$ cat src/rtl/timer_pkg.sv
// Shared definitions for the interval timer.
//   WIDTH_DEFAULT : default counter / reload width in bits
//   state_t       : controller state encoding (IDLE, LOAD, RUN, DONE)
package timer_pkg;

  localparam int unsigned WIDTH_DEFAULT = 4;

  // Binary state encoding used by the timer controller.
  typedef enum logic [1:0] {
    IDLE = 2'd0,
    LOAD = 2'd1,
    RUN  = 2'd2,
    DONE = 2'd3
  } state_t;

endpackage : timer_pkg

$ cat src/rtl/down_counter_core.sv
// Loadable down-counter that saturates at zero.
//   clock : rising-edge clock
//   reset : asynchronous active-low reset, clears q
//   load  : load din into q (has priority over en)
//   en    : decrement q by one when q is non-zero
//   din   : value loaded on load
//   q     : current counter value
//   zero  : high when q == 0
module down_counter_core
  import timer_pkg::*;
#(
  parameter int unsigned WIDTH = WIDTH_DEFAULT
) (
  input  logic             clock,
  input  logic             reset,
  input  logic             load,
  input  logic             en,
  input  logic [WIDTH-1:0] din,
  output logic [WIDTH-1:0] q,
  output logic             zero
);

  // Counter register; a decrement request at zero holds rather than wrapping.
  always_ff @(posedge clock or negedge reset) begin
    if (!reset) begin
      q <= '0;
    end else if (load) begin
      q <= din;
    end else if (en && !zero) begin
      q <= q - WIDTH'(1);
    end
  end

  assign zero = (q == '0);

endmodule : down_counter_core

$ cat src/rtl/interval_timer_ctrl.sv
// Interval timer controller: one-shot or auto-reload countdown with a
// registered terminal-count pulse.
//   clock      : rising-edge clock
//   reset      : asynchronous active-low reset
//   start      : latch reload_val/periodic and begin a run (IDLE or DONE only)
//   stop       : abort a run, or leave DONE; wins over start and over tc
//   reload_val : terminal interval, sampled on an accepted start
//   periodic   : 1 = auto-reload, 0 = one-shot, sampled on an accepted start
//   count      : current counter value
//   busy       : high in LOAD and RUN
//   tc         : one-cycle terminal-count pulse
//   done       : high in DONE
//   err        : sticky, set by a start while busy, cleared by accepted start
module interval_timer_ctrl
  import timer_pkg::*;
#(
  parameter int unsigned WIDTH = WIDTH_DEFAULT
) (
  input  logic             clock,
  input  logic             reset,
  input  logic             start,
  input  logic             stop,
  input  logic [WIDTH-1:0] reload_val,
  input  logic             periodic,
  output logic [WIDTH-1:0] count,
  output logic             busy,
  output logic             tc,
  output logic             done,
  output logic             err
);

  state_t           state_q;
  state_t           state_d;

  logic [WIDTH-1:0] reload_q;
  logic             periodic_q;
  logic             cfg_latch;

  logic             tc_d;
  logic             err_d;

  logic             ctr_load;
  logic             ctr_en;
  logic [WIDTH-1:0] ctr_din;
  logic             ctr_zero;

  // Counting datapath.
  down_counter_core #(
    .WIDTH (WIDTH)
  ) u_counter (
    .clock (clock),
    .reset (reset),
    .load  (ctr_load),
    .en    (ctr_en),
    .din   (ctr_din),
    .q     (count),
    .zero  (ctr_zero)
  );

  // State register.
  always_ff @(posedge clock or negedge reset) begin
    if (!reset) begin
      state_q <= IDLE;
    end else begin
      state_q <= state_d;
    end
  end

  // Configuration latched only on an accepted start.
  always_ff @(posedge clock or negedge reset) begin
    if (!reset) begin
      reload_q   <= '0;
      periodic_q <= 1'b0;
    end else if (cfg_latch) begin
      reload_q   <= reload_val;
      periodic_q <= periodic;
    end
  end

  // Terminal-count pulse and sticky error flag.
  always_ff @(posedge clock or negedge reset) begin
    if (!reset) begin
      tc  <= 1'b0;
      err <= 1'b0;
    end else begin
      tc  <= tc_d;
      err <= err_d;
    end
  end

  // Next-state, counter control and flag logic.
  always_comb begin
    state_d   = state_q;
    ctr_load  = 1'b0;
    ctr_en    = 1'b0;
    ctr_din   = '0;
    cfg_latch = 1'b0;
    tc_d      = 1'b0;
    err_d     = err;

    case (state_q)
      IDLE, DONE: begin
        // stop outranks start; the counter is already zero here.
        if (stop) begin
          state_d = IDLE;
        end else if (start) begin
          state_d   = LOAD;
          ctr_load  = 1'b1;
          ctr_din   = reload_val;
          cfg_latch = 1'b1;
          err_d     = 1'b0;
        end
      end

      LOAD: begin
        if (start) begin
          err_d = 1'b1;
        end
        if (stop) begin
          state_d  = IDLE;
          ctr_load = 1'b1;
        end else begin
          state_d = RUN;
        end
      end

      RUN: begin
        if (start) begin
          err_d = 1'b1;
        end
        // Abort clears the count and suppresses a tc due this cycle.
        if (stop) begin
          state_d  = IDLE;
          ctr_load = 1'b1;
        end else if (ctr_zero) begin
          tc_d = 1'b1;
          if (periodic_q) begin
            ctr_load = 1'b1;
            ctr_din  = reload_q;
          end else begin
            state_d = DONE;
          end
        end else begin
          ctr_en = 1'b1;
        end
      end

      default: begin
        state_d = IDLE;
      end
    endcase
  end

  // Status decoded from the state register only.
  assign busy = (state_q == LOAD) || (state_q == RUN);
  assign done = (state_q == DONE);

endmodule : interval_timer_ctrl

$ cat config.mk
export PLATFORM = sky130hd
export DESIGN_NAME = interval_timer_ctrl
export DESIGN_NICKNAME = d
export VERILOG_FILES = /design/src/rtl/timer_pkg.sv /design/src/rtl/down_counter_core.sv /design/src/rtl/interval_timer_ctrl.sv
export SDC_FILE = /design/constraint.sdc
export NUM_CORES = 1
export LEC_CHECK = 0
export CORE_UTILIZATION = 48
export DETAILED_ROUTE_END_ITERATION = 6
export DONT_BUFFER_PORTS = 1
export GPL_ROUTABILITY_DRIVEN = 0
export GPL_TIMING_DRIVEN = 0
export PLACE_DENSITY = 0.69
export RECOVER_POWER = 25
export SETUP_SLACK_MARGIN = 0.3
export SYNTH_ARGS = -nofsm -noshare
export SYNTH_HDL_FRONTEND = slang
export SYNTH_HIERARCHICAL = 1
export SYNTH_SLANG_ARGS = --single-unit
$ cat constraint.sdc
create_clock -name clock -period 6.2 [get_ports clock]
set_input_delay 0.62 -clock clock [delete_from_list [all_inputs] [get_ports clock]]
set_output_delay 0.62 -clock clock [all_outputs]
set_load 0.05 [all_outputs]
==> results of run 1 <==
[layout by cell type, fill, tap and decap left out, types with 2 or more instances in the layout]
cell and count:
dfrtp_1 13, inv_1 8, mux2_2 6, o21ai_0 5, a22o_1 4, nor3_1 4, ha_1 4, nor2_1 3
clkbuf_4 3, nand2_1 3, buf_6 2, a21oi_1 2
[stage by stage]
step,power (W),hold WS (ns),setup WS (ns),instance area [um2]
finish,0.000321,0.0317,3.65,831
global route,0.000341,0.00967,3.54,831
global placement,0.000269,0.325,3.70,805
CTS,0.000324,0.0216,3.67,831
detailed placement,0.000271,0.325,3.69,805
floorplan,0.000254,0.324,3.81,785
[cell type report]
class	instances	area (um2)
Fill cell	134	693
Multi-Input combinational cell	48	407
Sequential cell	13	325
Inverter	8	30.0
Clock buffer	4	26.3
Buffer	2	22.5
Tap cell	16	20.0
[report_power, final]
| group | leakage (nW) | total, W | switching [W] | internal, W |
|---|---|---|---|---|
| sequential | 0.164 | 0.000166 | 0.0000582 | 0.000108 |
| clock | 0.0150 | 0.0000517 | 0.0000269 | 0.0000249 |
| combinational | 0.195 | 0.000103 | 0.0000544 | 0.0000482 |
[critical path, stage by stage (launching register included)]
cell and delay [ns]:
dfrtp_1 0.71, inv_1 0.10, ha_1 0.25, nor3b_2 0.21, a21oi_1 0.16, a2bb2oi_1 0.17
o21ai_0 0.11, buf_6 0.16, or4_1 0.54, o211ai_2 0.08
[how the worst min path moves through the flow]
stage	startpoint	end	slack [ns]	depth (start not counted)
3_5_place_dp	reset	reload_q[1]	0.32	0
5_1_grt	reset	reload_q[1]	0.01	0
3_3_place_gp	reset	reload_q[1]	0.32	0
4_1_cts	reset	reload_q[1]	0.02	0
2_1_floorplan	reset	err	0.32	0
6_report	reset	reload_q[1]	0.03	0
[flip-flops by register name, indices dropped and copies added (netlist names)]
| signal | count |
|---|---|
| reload_q | 4 |
| u_counter/q | 4 |
| state_q | 2 |
| err | 1 |
| periodic_q | 1 |
| tc | 1 |
[logic make-up after synthesis]
logic type / count (synthesis)
AO/OA/AOI/OAI: 18
adder cells (fa/ha/maj): 4
buffers and inverters: 10
flip-flops: 13
multiplexers: 6
AND/OR/NAND/NOR: 20
[routing by layer]
metal / GRT usage / wire length, um
met5: 0 / 0
met4: 0.0938 / 20
met3: 0.0560 / 60
met2: 0.215 / 532
met1: 0.195 / 604
==> flow_summary.html, run 1 <==
<table>
<tr><th>Metric</th><th>Value</th></tr>
<tr><th colspan="2">Run status</th></tr>
<tr><td>Status</td><td>complete, no violations</td></tr>
<tr><th colspan="2">Setup path</th></tr>
<tr><td>RR Startpoint</td><td>u_counter/q[0]</td></tr>
<tr><td>Origin of the worst setup path</td><td>u_counter/q[0]</td></tr>
<tr><td>Data required time of the critical path</td><td>6.40 ns</td></tr>
<tr><td>Cell depth of the worst flop-to-flop path</td><td>9</td></tr>
<tr><td>Reg-to-Reg End</td><td>u_counter/q[1]</td></tr>
<tr><td>CP arrival</td><td>2.75 ns</td></tr>
<tr><td>Critical Path Source Type</td><td>flop</td></tr>
<tr><td>CP Max Fanout</td><td>10</td></tr>
<tr><td>Crit path kind</td><td>reg -&gt; reg</td></tr>
<tr><td>Endpoint of the worst setup timing path</td><td>u_counter/q[1]</td></tr>
<tr><td>Crit path capture type</td><td>flop</td></tr>
<tr><td>Register-to-register setup slack</td><td>3.65 ns</td></tr>
<tr><th colspan="2">Finish</th></tr>
<tr><td>Layout overhead on the synthesized area</td><td>5.90%</td></tr>
<tr><td>Antenna fix cells</td><td>0</td></tr>
<tr><td>Share of post-route cells with drive strength above 1</td><td>0.227</td></tr>
<tr><td>Final Util</td><td>0.545</td></tr>
<tr><td>Count of nets after finishing</td><td>89</td></tr>
<tr><td>Final Non-Filler Cells</td><td>91</td></tr>
<tr><th colspan="2">Floorplan</th></tr>
<tr><td>Area of the core region</td><td>1520 um2</td></tr>
<tr><td>Die area</td><td>1800 um2</td></tr>
<tr><td>Starting density of the core</td><td>0.515</td></tr>
<tr><td>Count of standard-cell rows</td><td>14</td></tr>
<tr><td>Boundary Pins</td><td>17</td></tr>
<tr><td>Overall die width</td><td>42.4 um</td></tr>
<tr><td>DIE HEIGHT</td><td>42.4 um</td></tr>
<tr><th colspan="2">Clocking</th></tr>
<tr><td>Reg clk slew, reported paths</td><td>0.08 ns</td></tr>
<tr><td>Clock latency reported for the late side of the worst-skew pair</td><td>0.27 ns</td></tr>
<tr><td>Post-cts resize count</td><td>0</td></tr>
<tr><td>Clock tree buffer depth</td><td>2</td></tr>
<tr><td>CTS Hold Bufs</td><td>0</td></tr>
<tr><td>CTS tree</td><td>yes</td></tr>
<tr><td>Number of setup buffers added after CTS</td><td>0</td></tr>
<tr><td>CTS HTree Levels</td><td>1</td></tr>
<tr><td>Total CTS buffers</td><td>3</td></tr>
<tr><td>Root Driver</td><td>clkbuf_4</td></tr>
<tr><td>CTS Sinks</td><td>13</td></tr>
<tr><th colspan="2">Logic synthesis</th></tr>
<tr><td>Xor/xnor share of the synthesized area</td><td>0</td></tr>
<tr><td>Mean area per synthesized cell</td><td>11.0 um2</td></tr>
<tr><td>Multiplexer fraction of the synthesized cell area</td><td>0.0861</td></tr>
<tr><td>Leading post-synthesis cells by instance count</td><td>dfrtp_1, inv_1, mux2_2, o21ai_0</td></tr>
<tr><td>Cells after synthesis</td><td>71</td></tr>
<tr><td>Main combinational cell family by area after synthesis</td><td>simple AND/OR/NAND/NOR gates</td></tr>
<tr><td>Most frequently used cell type in the post-synthesis netlist</td><td>dfrtp_1</td></tr>
<tr><td>Number of flops mapped to enable cells by yosys</td><td>0</td></tr>
<tr><td>Share of the synthesized area in compound gates (AO/OA/AOI/OAI)</td><td>0.177</td></tr>
<tr><td>Syn_nets</td><td>84</td></tr>
<tr><td>Largest area contributor in the synthesized netlist</td><td>dfrtp_1</td></tr>
<tr><td>Warnings, synthesis</td><td>6</td></tr>
<tr><td>Primary FF master, synth</td><td>dfrtp_1</td></tr>
<tr><td>Yosys top cell area share</td><td>0.415</td></tr>
<tr><td>Share of synthesized cell area in full adder, half adder and majority cells</td><td>0.0638</td></tr>
<tr><td>Simple logic cell fraction of the synthesized area</td><td>0.191</td></tr>
<tr><td>Area of the mapped netlist</td><td>785 um2</td></tr>
<tr><td>Sequential cell area fraction in the yosys report</td><td>0.415</td></tr>
<tr><td>Largest cells by area after synthesis</td><td>dfrtp_1, mux2_2, ha_1</td></tr>
<tr><td>Number of distinct standard cells referenced by the synthesized netlist</td><td>28</td></tr>
<tr><td>Asr flop ratio synth</td><td>1.00</td></tr>
<tr><td>Synth Register Bits</td><td>13</td></tr>
<tr><th colspan="2">Placed design</th></tr>
<tr><td>Number of port buffers</td><td>0</td></tr>
<tr><td>Placed Cells incl. Taps</td><td>87</td></tr>
<tr><td>DPL Wire Length</td><td>918 um</td></tr>
<tr><th colspan="2">Drt</th></tr>
<tr><td>Post-detailed-routing wire length</td><td>1.22 mm</td></tr>
<tr><td>Via count</td><td>542</td></tr>
<tr><td>Number of optimization iterations in the first detailed-route pass</td><td>4</td></tr>
<tr><td>WL per Instance</td><td>13.4 um</td></tr>
<tr><td>Vias per cell</td><td>5.96</td></tr>
<tr><td>Drt drc</td><td>0</td></tr>
<tr><td>Initial DRC Count</td><td>17</td></tr>
<tr><td>Count of nets left with antenna violations after detail routing</td><td>0</td></tr>
<tr><th colspan="2">Timing</th></tr>
<tr><td>Final setup violating endpoints</td><td>0</td></tr>
<tr><td>Least-Margin Pin Slew</td><td>0.588 ns</td></tr>
<tr><td>Hold violation total from the final report</td><td>0</td></tr>
<tr><td>Maximum operating frequency</td><td>392 MHz</td></tr>
<tr><td>Post-layout min period</td><td>2.55 ns</td></tr>
<tr><td>Accumulated negative setup slack</td><td>0 ns</td></tr>
<tr><td>Setup repair after global routing missed its margin</td><td>false</td></tr>
<tr><td>Final worst path period share</td><td>0.412</td></tr>
<tr><td>Slew headroom</td><td>0.608</td></tr>
<tr><td>Post-Route Skew</td><td>0.00614 ns</td></tr>
<tr><td>Slew Limit Fails</td><td>0</td></tr>
<tr><th colspan="2">Min path</th></tr>
<tr><td>HP Class</td><td>in -&gt; async</td></tr>
<tr><th colspan="2">Global route</th></tr>
<tr><td>Wire length of the first global-routing pass</td><td>1.97 mm</td></tr>
<tr><td>GR Util All Layers</td><td>0.152</td></tr>
<tr><td>Overflow left after global routing</td><td>0</td></tr>
<tr><td>Initial antenna violation count</td><td>0</td></tr>
<tr><td>Via count of the first global-routing pass</td><td>467</td></tr>
<tr><td>Maximum number of pins on one net before global-route repair</td><td>14</td></tr>
<tr><th colspan="2">Power</th></tr>
<tr><td>Maximum vdd drop</td><td>0.191 mV</td></tr>
<tr><td>Leakage power of the design</td><td>0.374 nW</td></tr>
<tr><td>Total power density per cell area</td><td>386 nW/um2</td></tr>
<tr><th colspan="2">Job</th></tr>
<tr><td>Max-cap check violation count</td><td>0</td></tr>
</table>
Note: power is estimated with default switching activity, not from simulation.
==> run 2: changes to the inputs <==
Settings changed: PLACE_DENSITY 0.69 to 0.71.
Clock period 6.2 ns to 2.3 ns, I/O delays scaled along.
==> flow_summary.html, run 2 (same netlist as run 1, synthesis figures left out) <==
<table>
<tr><th>Metric</th><th>Value</th></tr>
<tr><th colspan="2">Setup path</th></tr>
<tr><td>Crit path kind</td><td>reg -&gt; reg (unchanged)</td></tr>
<tr><td>CP arrival</td><td>2.41 ns (was 2.75 ns)</td></tr>
<tr><td>Data required time of the critical path</td><td>2.52 ns (was 6.40 ns)</td></tr>
<tr><td>CP Max Fanout</td><td>5 (was 10)</td></tr>
<tr><td>Crit path capture type</td><td>flop (unchanged)</td></tr>
<tr><td>Critical Path Source Type</td><td>flop (unchanged)</td></tr>
<tr><th colspan="2">Drt</th></tr>
<tr><td>Count of nets left with antenna violations after detail routing</td><td>0 (unchanged)</td></tr>
<tr><td>Post-detailed-routing wire length</td><td>1.51 mm (was 1.22 mm)</td></tr>
<tr><td>Via count</td><td>587 (was 542)</td></tr>
<tr><td>Total length of routed met2 wires</td><td>691 um (was 532 um)</td></tr>
<tr><td>Vias per cell</td><td>5.81 (was 5.96)</td></tr>
<tr><td>WL per Instance</td><td>14.9 um (was 13.4 um)</td></tr>
<tr><td>M1 wire length</td><td>707 um (was 604 um)</td></tr>
<tr><td>Number of optimization iterations in the first detailed-route pass</td><td>4 (unchanged)</td></tr>
<tr><td>Top sig layer</td><td>met4 (unchanged)</td></tr>
<tr><td>Drt drc</td><td>0 (unchanged)</td></tr>
<tr><td>Initial DRC Count</td><td>8 (was 17)</td></tr>
<tr><td>Met3 Wirelength</td><td>54 um (was 60 um)</td></tr>
<tr><th colspan="2">Power</th></tr>
<tr><td>Maximum vdd drop</td><td>0.677 mV (was 0.191 mV)</td></tr>
<tr><td>Total power density per cell area</td><td>1080 nW/um2 (was 386 nW/um2)</td></tr>
<tr><td>Leakage power of the design</td><td>0.428 nW (was 0.374 nW)</td></tr>
<tr><th colspan="2">Placed design</th></tr>
<tr><td>Number of port buffers</td><td>0 (unchanged)</td></tr>
<tr><td>DPL Wire Length</td><td>955 um (was 918 um)</td></tr>
<tr><th colspan="2">Clocking</th></tr>
<tr><td>Total CTS buffers</td><td>3 (unchanged)</td></tr>
<tr><td>CTS Sinks</td><td>13 (unchanged)</td></tr>
<tr><td>Clock tree buffer depth</td><td>2 (unchanged)</td></tr>
<tr><td>Clock latency reported for the late side of the worst-skew pair</td><td>0.29 ns (was 0.27 ns)</td></tr>
<tr><td>CTS tree</td><td>yes (unchanged)</td></tr>
<tr><td>CTS HTree Levels</td><td>1 (unchanged)</td></tr>
<tr><td>Reg clk slew, reported paths</td><td>0.09 ns (was 0.08 ns)</td></tr>
<tr><td>Root Driver</td><td>clkbuf_4 (unchanged)</td></tr>
<tr><th colspan="2">Timing</th></tr>
<tr><td>Slew headroom</td><td>0.582 (was 0.608)</td></tr>
<tr><td>Post-layout min period</td><td>2.20 ns (was 2.55 ns)</td></tr>
<tr><td>Slew Limit Fails</td><td>0 (unchanged)</td></tr>
<tr><td>Maximum operating frequency</td><td>455 MHz (was 392 MHz)</td></tr>
<tr><td>Hold violation total from the final report</td><td>0 (unchanged)</td></tr>
<tr><td>WHS</td><td>0.0824 ns (was 0.0317 ns)</td></tr>
<tr><td>Post-Route Skew</td><td>0.00935 ns (was 0.00614 ns)</td></tr>
<tr><td>Accumulated negative setup slack</td><td>0 ns (unchanged)</td></tr>
<tr><td>Final setup violating endpoints</td><td>0 (unchanged)</td></tr>
<tr><td>Final worst path period share</td><td>0.956 (was 0.412)</td></tr>
<tr><td>Least-Margin Pin Slew</td><td>0.627 ns (was 0.588 ns)</td></tr>
<tr><td>Setup repair after global routing missed its margin</td><td>true (was false)</td></tr>
<tr><th colspan="2">Global route</th></tr>
<tr><td>Maximum number of pins on one net before global-route repair</td><td>14 (unchanged)</td></tr>
<tr><td>Via count of the first global-routing pass</td><td>578 (was 467)</td></tr>
<tr><td>GR Util All Layers</td><td>0.195 (was 0.152)</td></tr>
<tr><td>Wire length of the first global-routing pass</td><td>2.52 mm (was 1.97 mm)</td></tr>
<tr><td>Overflow left after global routing</td><td>0 (unchanged)</td></tr>
<tr><td>Initial antenna violation count</td><td>0 (unchanged)</td></tr>
<tr><th colspan="2">Finish</th></tr>
<tr><td>Fill cell instance count of the final layout</td><td>122 (was 134)</td></tr>
<tr><td>Count of nets after finishing</td><td>99 (was 89)</td></tr>
<tr><td>Antenna fix cells</td><td>0 (unchanged)</td></tr>
<tr><td>Layout overhead on the synthesized area</td><td>20.3% (was 5.90%)</td></tr>
<tr><td>Total area of sequential cells</td><td>328 um2 (was 325 um2)</td></tr>
<tr><td>Registers with the most flip-flops</td><td>reload_q x4, u_counter/q x4, state_q x2 (unchanged)</td></tr>
<tr><td>Area occupied by multi-input gates</td><td>434 um2 (was 407 um2)</td></tr>
<tr><td>Commonest non-fill, non-tap cell in the layout</td><td>dfrtp_1 (unchanged)</td></tr>
<tr><td>Share of post-route cells with drive strength above 1</td><td>0.400 (was 0.227)</td></tr>
<tr><td>Most frequent cells in the layout</td><td>dfrtp_1, buf_4, inv_1, mux2_2, a22o_1 (was dfrtp_1, inv_1, mux2_2, o21ai_0)</td></tr>
<tr><th colspan="2">Floorplan</th></tr>
<tr><td>Die area</td><td>1800 um2 (unchanged)</td></tr>
<tr><td>DIE HEIGHT</td><td>42.4 um (unchanged)</td></tr>
<tr><td>Count of standard-cell rows</td><td>14 (unchanged)</td></tr>
<tr><td>Boundary Pins</td><td>17 (unchanged)</td></tr>
<tr><td>Overall die width</td><td>42.4 um (unchanged)</td></tr>
<tr><td>Area of the core region</td><td>1520 um2 (unchanged)</td></tr>
<tr><td>Starting density of the core</td><td>0.515 (unchanged)</td></tr>
<tr><th colspan="2">Run status</th></tr>
<tr><td>Status</td><td>complete, no violations (unchanged)</td></tr>
<tr><th colspan="2">Min path</th></tr>
<tr><td>HP Class</td><td>in -&gt; reg (was in -&gt; async)</td></tr>
<tr><th colspan="2">Job</th></tr>
<tr><td>Max-cap check violation count</td><td>0 (unchanged)</td></tr>
</table>
==> run 2: metrics by stage <==
stage / instance area [um2] / util / power (W) / cells / setup WS, ns
final: 943 / 0.619 / 0.00102 / 101 / 0.102
after CTS: 921 / 0.604 / 0.000984 / 98 / 0.122
after global routing: 943 / 0.619 / 0.00108 / 101 / 0.0365
after floorplan: 810 / - / 0.000724 / 71 / 0.180
after detailed placement: 830 / 0.544 / 0.000778 / 87 / 0.0823
after global placement: 830 / 0.544 / 0.000770 / 87 / 0.111
==> run 2: final timing paths <==
path	startpoint	endpoint	slack (ns)	cells after the start
min in group asynchronous	reset	reload_q[1]	0.38	1
min	reload_val[3]	reload_q[3]	0.08	1
max	u_counter/q[0]	u_counter/q[1]	0.10	9
min reg2reg	reload_q[3]	reload_q[3]	0.51	1
max in group asynchronous	reset	u_counter/q[1]	1.50	1
max reg2reg	u_counter/q[0]	u_counter/q[1]	0.10	9
==> run 2: final cells by class <==
| type | instances | share of cell area |
|---|---|---|
| Multi-Input combinational cell | 48 | 0.460 |
| Sequential cell | 13 | 0.347 |
| Timing Repair Buffer | 10 | 0.0862 |
| Inverter | 8 | 0.0318 |
| Clock buffer | 3 | 0.0239 |
| Buffer | 2 | 0.0239 |
| Tap cell | 16 | 0.0212 |
| Clock inverter | 1 | 0.00531 |
==> run 2: where the power goes <==
group,internal [W],switching (W)
clock,0.0000647,0.0000836
combinational,0.000225,0.000187
sequential,0.000294,0.000163
==> run 2: what timing repair did <==
action | CTS | global route
endpoints found under the setup margin | 3 | 4
hold buffers | 1 | 0
gates resized for setup | 2 | 1
pin swaps | 4 | 3
endpoints found under the hold margin | 13 | 0
buffers inserted | 6 | 3
==> run 2: worst max-delay path, cell delays in order, from the launching register on <==
cell and delay [ns]:
dfrtp_2 0.58, inv_2 0.08, ha_4 0.16, nor3b_4 0.15
a21oi_1 0.18, a2bb2oi_1 0.17, o21ai_1 0.10, buf_6 0.13
or4_4 0.50, o211ai_2 0.07
==> run 2: metal layers <==
metal	track usage	up-vias
met3	0.0474	5
met2	0.286	11
met4	0.150	0
met1	0.244	284
met5	0	-
li1	-	287
